$ cat src/rtl/mem_wb_pkg.sv
// mem_wb_pkg: shared types and default widths for the MEM/WB segment register.
//   mw_state_e : memory-access FSM state (IDLE, WAIT)
//   req_buf_t  : request buffer that holds a missed access while it is outstanding
//   *_DEF      : default datapath widths; the top-level parameters start from these
package mem_wb_pkg;

  localparam int XLEN_DEF    = 32;
  localparam int RADDR_W_DEF = 5;
  localparam int RW_W_DEF    = 3;
  localparam int WE_W_DEF    = XLEN_DEF / 8;

  typedef enum logic {
    IDLE = 1'b0,
    WAIT = 1'b1
  } mw_state_e;

  // The buffer is sized from the package defaults. If the core is built with a
  // different XLEN, change XLEN_DEF here as well.
  typedef struct packed {
    logic [XLEN_DEF-1:0] addr;
    logic [XLEN_DEF-1:0] wdata;
    logic [WE_W_DEF-1:0] we;
    logic                rd;
  } req_buf_t;

endpackage

$ cat src/rtl/sat_counter.sv
// sat_counter: saturating up-counter used for cache hit/miss statistics.
//   clk, rst : clock, asynchronous active-high reset
//   inc_i    : count one event this cycle
//   clr_i    : synchronous clear; takes priority over inc_i
//   cnt_o    : current count; sticks at all-ones
module sat_counter #(
  parameter int CNT_W = 32
) (
  input  logic             clk,
  input  logic             rst,
  input  logic             inc_i,
  input  logic             clr_i,
  output logic [CNT_W-1:0] cnt_o
);

  logic [CNT_W-1:0] cnt_q, cnt_d;

  always_comb begin
    cnt_d = cnt_q;
    if (clr_i)                    cnt_d = '0;
    else if (inc_i && ~&cnt_q)    cnt_d = cnt_q + CNT_W'(1);
  end

  always_ff @(posedge clk or posedge rst) begin
    if (rst) cnt_q <= '0;
    else     cnt_q <= cnt_d;
  end

  assign cnt_o = cnt_q;

endmodule

$ cat src/rtl/mem_wb_seg_reg.sv
// mem_wb_seg_reg: MEM/WB segment register with a variable-latency data-memory port.
//   Segment inputs  : *_e from the E stage, gated by en / clear from the hazard unit
//   Segment outputs : *_mw registered copies, rd_data registered load data
//   Memory request  : mem_req / mem_we / mem_addr / mem_wdata (word-aligned address)
//   Memory response : mem_rvalid / mem_rdata (completes both reads and writes)
//   mem_stall       : high while an access is waiting on the memory
//   Statistics      : hit_cnt / miss_cnt, cleared by cnt_clr
// Build option MWSEG_PERF_CNT_EN: when defined, the saturating hit/miss counters
// are built; otherwise hit_cnt/miss_cnt read 0 and cnt_clr is ignored.
module mem_wb_seg_reg
  import mem_wb_pkg::*;
#(
  parameter int XLEN    = XLEN_DEF,
  parameter int RADDR_W = RADDR_W_DEF,
  parameter int RW_W    = RW_W_DEF,
  parameter int CNT_W   = 32,
  parameter int WE_W    = XLEN / 8
) (
  input  logic               clk,
  input  logic               rst,
  input  logic               en,
  input  logic               clear,
  input  logic [XLEN-1:0]    alu_out_e,
  input  logic [XLEN-1:0]    store_data_e,
  input  logic [XLEN-1:0]    pc_e,
  input  logic [RADDR_W-1:0] rd_e,
  input  logic [WE_W-1:0]    mem_write_e,
  input  logic [RW_W-1:0]    reg_write_e,
  input  logic               mem_to_reg_e,
  input  logic               load_npc_e,
  output logic [XLEN-1:0]    alu_out_mw,
  output logic [XLEN-1:0]    pc_mw,
  output logic [RADDR_W-1:0] rd_mw,
  output logic [RW_W-1:0]    reg_write_mw,
  output logic               mem_to_reg_mw,
  output logic               load_npc_mw,
  output logic [XLEN-1:0]    rd_data,
  output logic               mem_req,
  output logic [WE_W-1:0]    mem_we,
  output logic [XLEN-1:0]    mem_addr,
  output logic [XLEN-1:0]    mem_wdata,
  input  logic               mem_rvalid,
  input  logic [XLEN-1:0]    mem_rdata,
  output logic               mem_stall,
  input  logic               cnt_clr,
  output logic [CNT_W-1:0]   hit_cnt,
  output logic [CNT_W-1:0]   miss_cnt
);

  mw_state_e state_q, state_d;
  req_buf_t  buf_q, buf_d;

  logic access, hit, miss, rd_done;

  logic [XLEN-1:0]    alu_q, pc_q, rdat_q;
  logic [RADDR_W-1:0] rd_q;
  logic [RW_W-1:0]    rw_q;
  logic               m2r_q, npc_q;

  // A flushed instruction is never an access, so a cleared store cannot write.
  assign access = (mem_to_reg_e | (|mem_write_e)) & ~clear;

  always_comb begin
    state_d   = state_q;
    buf_d     = buf_q;
    mem_req   = 1'b0;
    mem_we    = '0;
    mem_addr  = '0;
    mem_wdata = '0;
    mem_stall = 1'b0;
    hit       = 1'b0;
    miss      = 1'b0;
    rd_done   = 1'b0;
    case (state_q)
      IDLE: begin
        mem_req   = access;
        mem_addr  = {alu_out_e[XLEN-1:2], 2'b00};
        mem_wdata = store_data_e;
        mem_we    = mem_write_e;
        if (access) begin
          if (mem_rvalid) begin
            hit     = 1'b1;
            rd_done = mem_to_reg_e;
          end else begin
            miss       = 1'b1;
            mem_stall  = 1'b1;
            state_d    = WAIT;
            buf_d.addr  = {alu_out_e[XLEN-1:2], 2'b00};
            buf_d.wdata = store_data_e;
            buf_d.we    = mem_write_e;
            buf_d.rd    = mem_to_reg_e;
          end
        end
      end
      WAIT: begin
        // E inputs may change while stalled; the request comes from the buffer.
        mem_req   = 1'b1;
        mem_addr  = buf_q.addr;
        mem_wdata = buf_q.wdata;
        mem_we    = buf_q.we;
        if (mem_rvalid) begin
          state_d = IDLE;
          rd_done = buf_q.rd;
        end else begin
          mem_stall = 1'b1;
        end
      end
      default: state_d = IDLE;
    endcase
    // Keep the request channel quiet while reset is held, whatever E presents.
    if (rst) begin
      mem_req   = 1'b0;
      mem_we    = '0;
      mem_addr  = '0;
      mem_wdata = '0;
      mem_stall = 1'b0;
    end
  end

  always_ff @(posedge clk or posedge rst) begin
    if (rst) begin
      state_q <= IDLE;
      buf_q   <= '0;
    end else begin
      state_q <= state_d;
      buf_q   <= buf_d;
    end
  end

  always_ff @(posedge clk or posedge rst) begin
    if (rst) begin
      alu_q  <= '0;
      pc_q   <= '0;
      rd_q   <= '0;
      rw_q   <= '0;
      m2r_q  <= 1'b0;
      npc_q  <= 1'b0;
      rdat_q <= '0;
    end else if (en) begin
      if (clear) begin
        alu_q  <= '0;
        pc_q   <= '0;
        rd_q   <= '0;
        rw_q   <= '0;
        m2r_q  <= 1'b0;
        npc_q  <= 1'b0;
        rdat_q <= '0;   // also drops read data of a flushed in-flight load
      end else begin
        alu_q  <= alu_out_e;
        pc_q   <= pc_e;
        rd_q   <= rd_e;
        rw_q   <= reg_write_e;
        m2r_q  <= mem_to_reg_e;
        npc_q  <= load_npc_e;
        rdat_q <= rd_done ? mem_rdata : '0;
      end
    end
  end

  assign alu_out_mw    = alu_q;
  assign pc_mw         = pc_q;
  assign rd_mw         = rd_q;
  assign reg_write_mw  = rw_q;
  assign mem_to_reg_mw = m2r_q;
  assign load_npc_mw   = npc_q;
  assign rd_data       = rdat_q;

`ifdef MWSEG_PERF_CNT_EN
  // Misses count on the IDLE->WAIT edge, so a long miss is counted once.
  sat_counter #(.CNT_W(CNT_W)) u_hit_cnt (
    .clk(clk), .rst(rst), .inc_i(hit), .clr_i(cnt_clr), .cnt_o(hit_cnt)
  );
  sat_counter #(.CNT_W(CNT_W)) u_miss_cnt (
    .clk(clk), .rst(rst), .inc_i(miss), .clr_i(cnt_clr), .cnt_o(miss_cnt)
  );
`else
  logic unused_cnt;
  assign unused_cnt = ^{cnt_clr, hit, miss};
  assign hit_cnt    = '0;
  assign miss_cnt   = '0;
`endif

endmodule

$ cat config.mk
export PLATFORM = sky130hd
export DESIGN_NAME = mem_wb_seg_reg
export DESIGN_NICKNAME = d
export VERILOG_FILES = /design/src/rtl/mem_wb_pkg.sv /design/src/rtl/sat_counter.sv /design/src/rtl/mem_wb_seg_reg.sv
export SDC_FILE = /design/constraint.sdc
export NUM_CORES = 1
export LEC_CHECK = 0
export CAP_MARGIN = 0
export CORE_UTILIZATION = 27
export CTS_BUF_LIST = sky130_fd_sc_hd__clkbuf_4 sky130_fd_sc_hd__clkbuf_8
export DETAILED_ROUTE_END_ITERATION = 12
export GPL_TIMING_DRIVEN = 0
export HOLD_SLACK_MARGIN = 0.03
export PLACE_DENSITY = 0.59
export SYNTH_ARGS = -nofsm -noshare
export SYNTH_HDL_FRONTEND = slang
export SYNTH_HIERARCHICAL = 1
export SYNTH_SLANG_ARGS = --single-unit
$ cat constraint.sdc
create_clock -name clk -period 6 [get_ports clk]
set_input_delay 0.6 -clock clk [delete_from_list [all_inputs] [get_ports clk]]
set_output_delay 0.6 -clock clk [all_outputs]
set_load 0.05 [all_outputs]
==> flow_summary.toml <==
[status]
status = "finished, final reports clean"

[synthesis]
synth.distinct_cells = 25
ys_seq_area_frac = 0.546
synth-async-reset-ratio = 1.00
ys_top_cells_by_area = "dfrtp_1, a22o_1, mux2i_1, buf_4, mux2_2"
synth_edf_count = 0
syn_area_per_cell_sq_um = 12.5
syn_inst = 639
yosysTopAreaCellShare = 0.546
synth_seq_cells = 174
synth_warnings = 6
synth_top_flop_cell = "dfrtp_1"
yosysTopAreaCell = "dfrtp_1"
synth_area_sq_um = 7980

[setup_path]
path_cells = "clkbuf_1 > inv_8 > buf_16 > o21a_1 > clkdlybuf4s50_1"
slowest_delay_ps = 820
cp_slowest_cell = "clkdlybuf4s50_1"
setup.worst_path.class = "in -> out"
required_ps = 5400
critPathBufInv = 4
start_kind = "input pin"
endpoint_kind = "primary output"
path_max_fanout = 100
cp.arrival_ps = 3070
cp_top_family = "buffers and inverters"

[layout]
nNetsFinal = 1190
drive_gt1_frac = 0.176
stdcell_count = 1440
area_growth_pct = 54.3

[timing]
fmax_mhz = 272
period_share = 0.612
final_period_minus_worst_setup_slack_ps = 3670
whs_ps = 495
skew_ps = 14.3
setup_viol = 0
tns_ps = 0
maxSlewHeadroom = 0.460
final_max_slew_viol_count = 0
worstMarginPinSlew_ps = 811
setup_ws_ps = 2330
rsz0062_at_grt = "false"
hold_viol_final = 0

[clock_network]
cts_buffers = 17
clkLatencyLatePin_ps = 460
hold_buffers = 0
cts_root_buf = "clkbuf_8"
numClockSinks = 174
clk_pin_slew_ps = 110
cts_setup_buffers = 0
clockBufferDepth = 2
cts.repair.resized = 0
cts_tree = "yes"
htreeDepth = 4

[placement]
port_buffers = 318
pre_cts_slack_ps = 2210
dp_cells = 1407
place.gp.congestion = 0.772
dpl.hpwl_mm = 18.4

[global_route]
grt_pass1_wl_mm = 39.2
grt_antenna_before_repair = 1
overflow = 0
grt_pass1_vias = 6483
grt_max_degree = 101
grt_usage = 0.167

[floorplan]
initial_core_util = 0.276
fp.dieArea_sq_um = 30200
rows = 62
die_w_um = 174
core_area_sq_um = 28900
die_height_um = 174
ioPinCount = 388

[power_and_ir_drop]
power_density_nw_per_um2 = 269
leakage_nw = 5.58
ir_drop_mv = 0.119

[run]
cap_violations = 0

[hold_path]
hold_path_class = "reg -> reg"

[drt]
wl_per_cell_um = 17.5
wl_mm = 25.1
num_vias = 6262
drc = 0
viasPerCell = 4.35
ant_nets = 0
drtIter0Drc = 225
first_pass_iters = 6
-- metal layers --
| layer | track usage | share of wire | up-vias |
|---|---|---|---|
| met2 | 0.279 | 0.48 | 217 |
| met5 | 0 | 0 | - |
| met1 | 0.216 | 0.45 | 3084 |
| met4 | 0.0362 | 0.0093 | 0 |
| li1 | - | - | 2948 |
| met3 | 0.0440 | 0.063 | 13 |
-- placed cells by master, fill, tap and decap left out, types with 2 or more instances in the layout --
cell type / count
clkdlybuf4s50_1: 318
dfrtp_1: 174
a22o_1: 82
nor2_1: 67
mux2i_1: 66
buf_4: 66
conb_1: 66
mux2_2: 38
nand2_1: 29
o2bb2ai_1: 29
mux2_4: 25
clkbuf_1: 23
clkbuf_8: 18
buf_2: 15
buf_1: 6
inv_8: 6
buf_6: 5
inv_6: 4
clkinv_4: 3
nor3_1: 2
-- state kept, by name, summed over array words and instances (netlist names) --
signal	count
load_npc_mw	1
mem_to_reg_mw	1
alu_out_mw	32
rd_mw	5
pc_mw	32
reg_write_mw	3
state_q	1
buf_q	67
rd_data	32
-- worst register-to-register path, cell delays in order (launching register included) --
cell     delay, ps
dfrtp_1        380
buf_6          140
nor3_4         310
a21bo_2        300
buf_6          170
buf_6          170
mux2_4         310
-- cells in the mapped netlist (2+ instances only) --
cell type    n
dfrtp_1    174
a22o_1      82
nor2_1      67
buf_4       66
mux2i_1     66
mux2_2      38
nand2_1     29
o2bb2ai_1   29
mux2_4      25
clkbuf_1    23
buf_2       15
buf_1        6
buf_6        5
inv_1        2
nor3_1       2
-- stage by stage --
| stage | total power [mW] | area, sq um | utilization |
|---|---|---|---|
| 2_1_floorplan | 2.12 | 8220 | - |
| 3_3_place_gp | 2.49 | 11900 | 0.412 |
| 3_5_place_dp | 2.50 | 11900 | 0.413 |
| 4_1_cts | 3.37 | 12300 | 0.426 |
| 5_1_grt | 3.47 | 12300 | 0.427 |
| 6_report | 3.31 | 12300 | 0.427 |
-- cell type report --
class | count | area, sq um
buffer | 115 | 736
fill | 2824 | 16500
inverter | 3 | 18.8
tap | 384 | 480
sequential | 174 | 4350
timing repair buffer | 319 | 3210
antenna | 1 | 2.50
clock buffer | 18 | 248
clock inverter | 14 | 139
multi-input combinational | 412 | 3120
-- path summary, 6_finish.rpt --
| path | slack (ps) | cells past startpoint | start | to |
|---|---|---|---|---|
| setup / recovery | 2330 | 5 | rst | mem_req |
| hold / removal | 500 | 1 | alu_out_mw[2] | alu_out_mw[2] |
| setup reg to reg | 4110 | 6 | state_q | buf_q[11] |
| hold reg to reg | 500 | 1 | alu_out_mw[2] | alu_out_mw[2] |
| max in group asynchronous | 4500 | 3 | rst | rd_data[10] |
| min in group asynchronous | 570 | 2 | rst | buf_q[21] |
-- where the power goes --
group,switching (mW),internal [mW]
Sequential,0.0733,1.31
Combinational,0.649,0.439
Clock,0.517,0.323
Total,1.24,2.07
-- logic make-up (layout without fill, tap and decap cells) --
kind of cell / Yosys count / after routing / share of synthesized area
and+or+nand+nor: 102 / 102 / 0.0508
muxes: 129 / 129 / 0.184
DFF: 174 / 174 / 0.546
other: 1 / 67 / 0.000470
buffers and inverters: 118 / 469 / 0.0936
AOI/OAI and AO/OA: 115 / 115 / 0.126
Note: power is estimated with default switching activity, not from simulation.
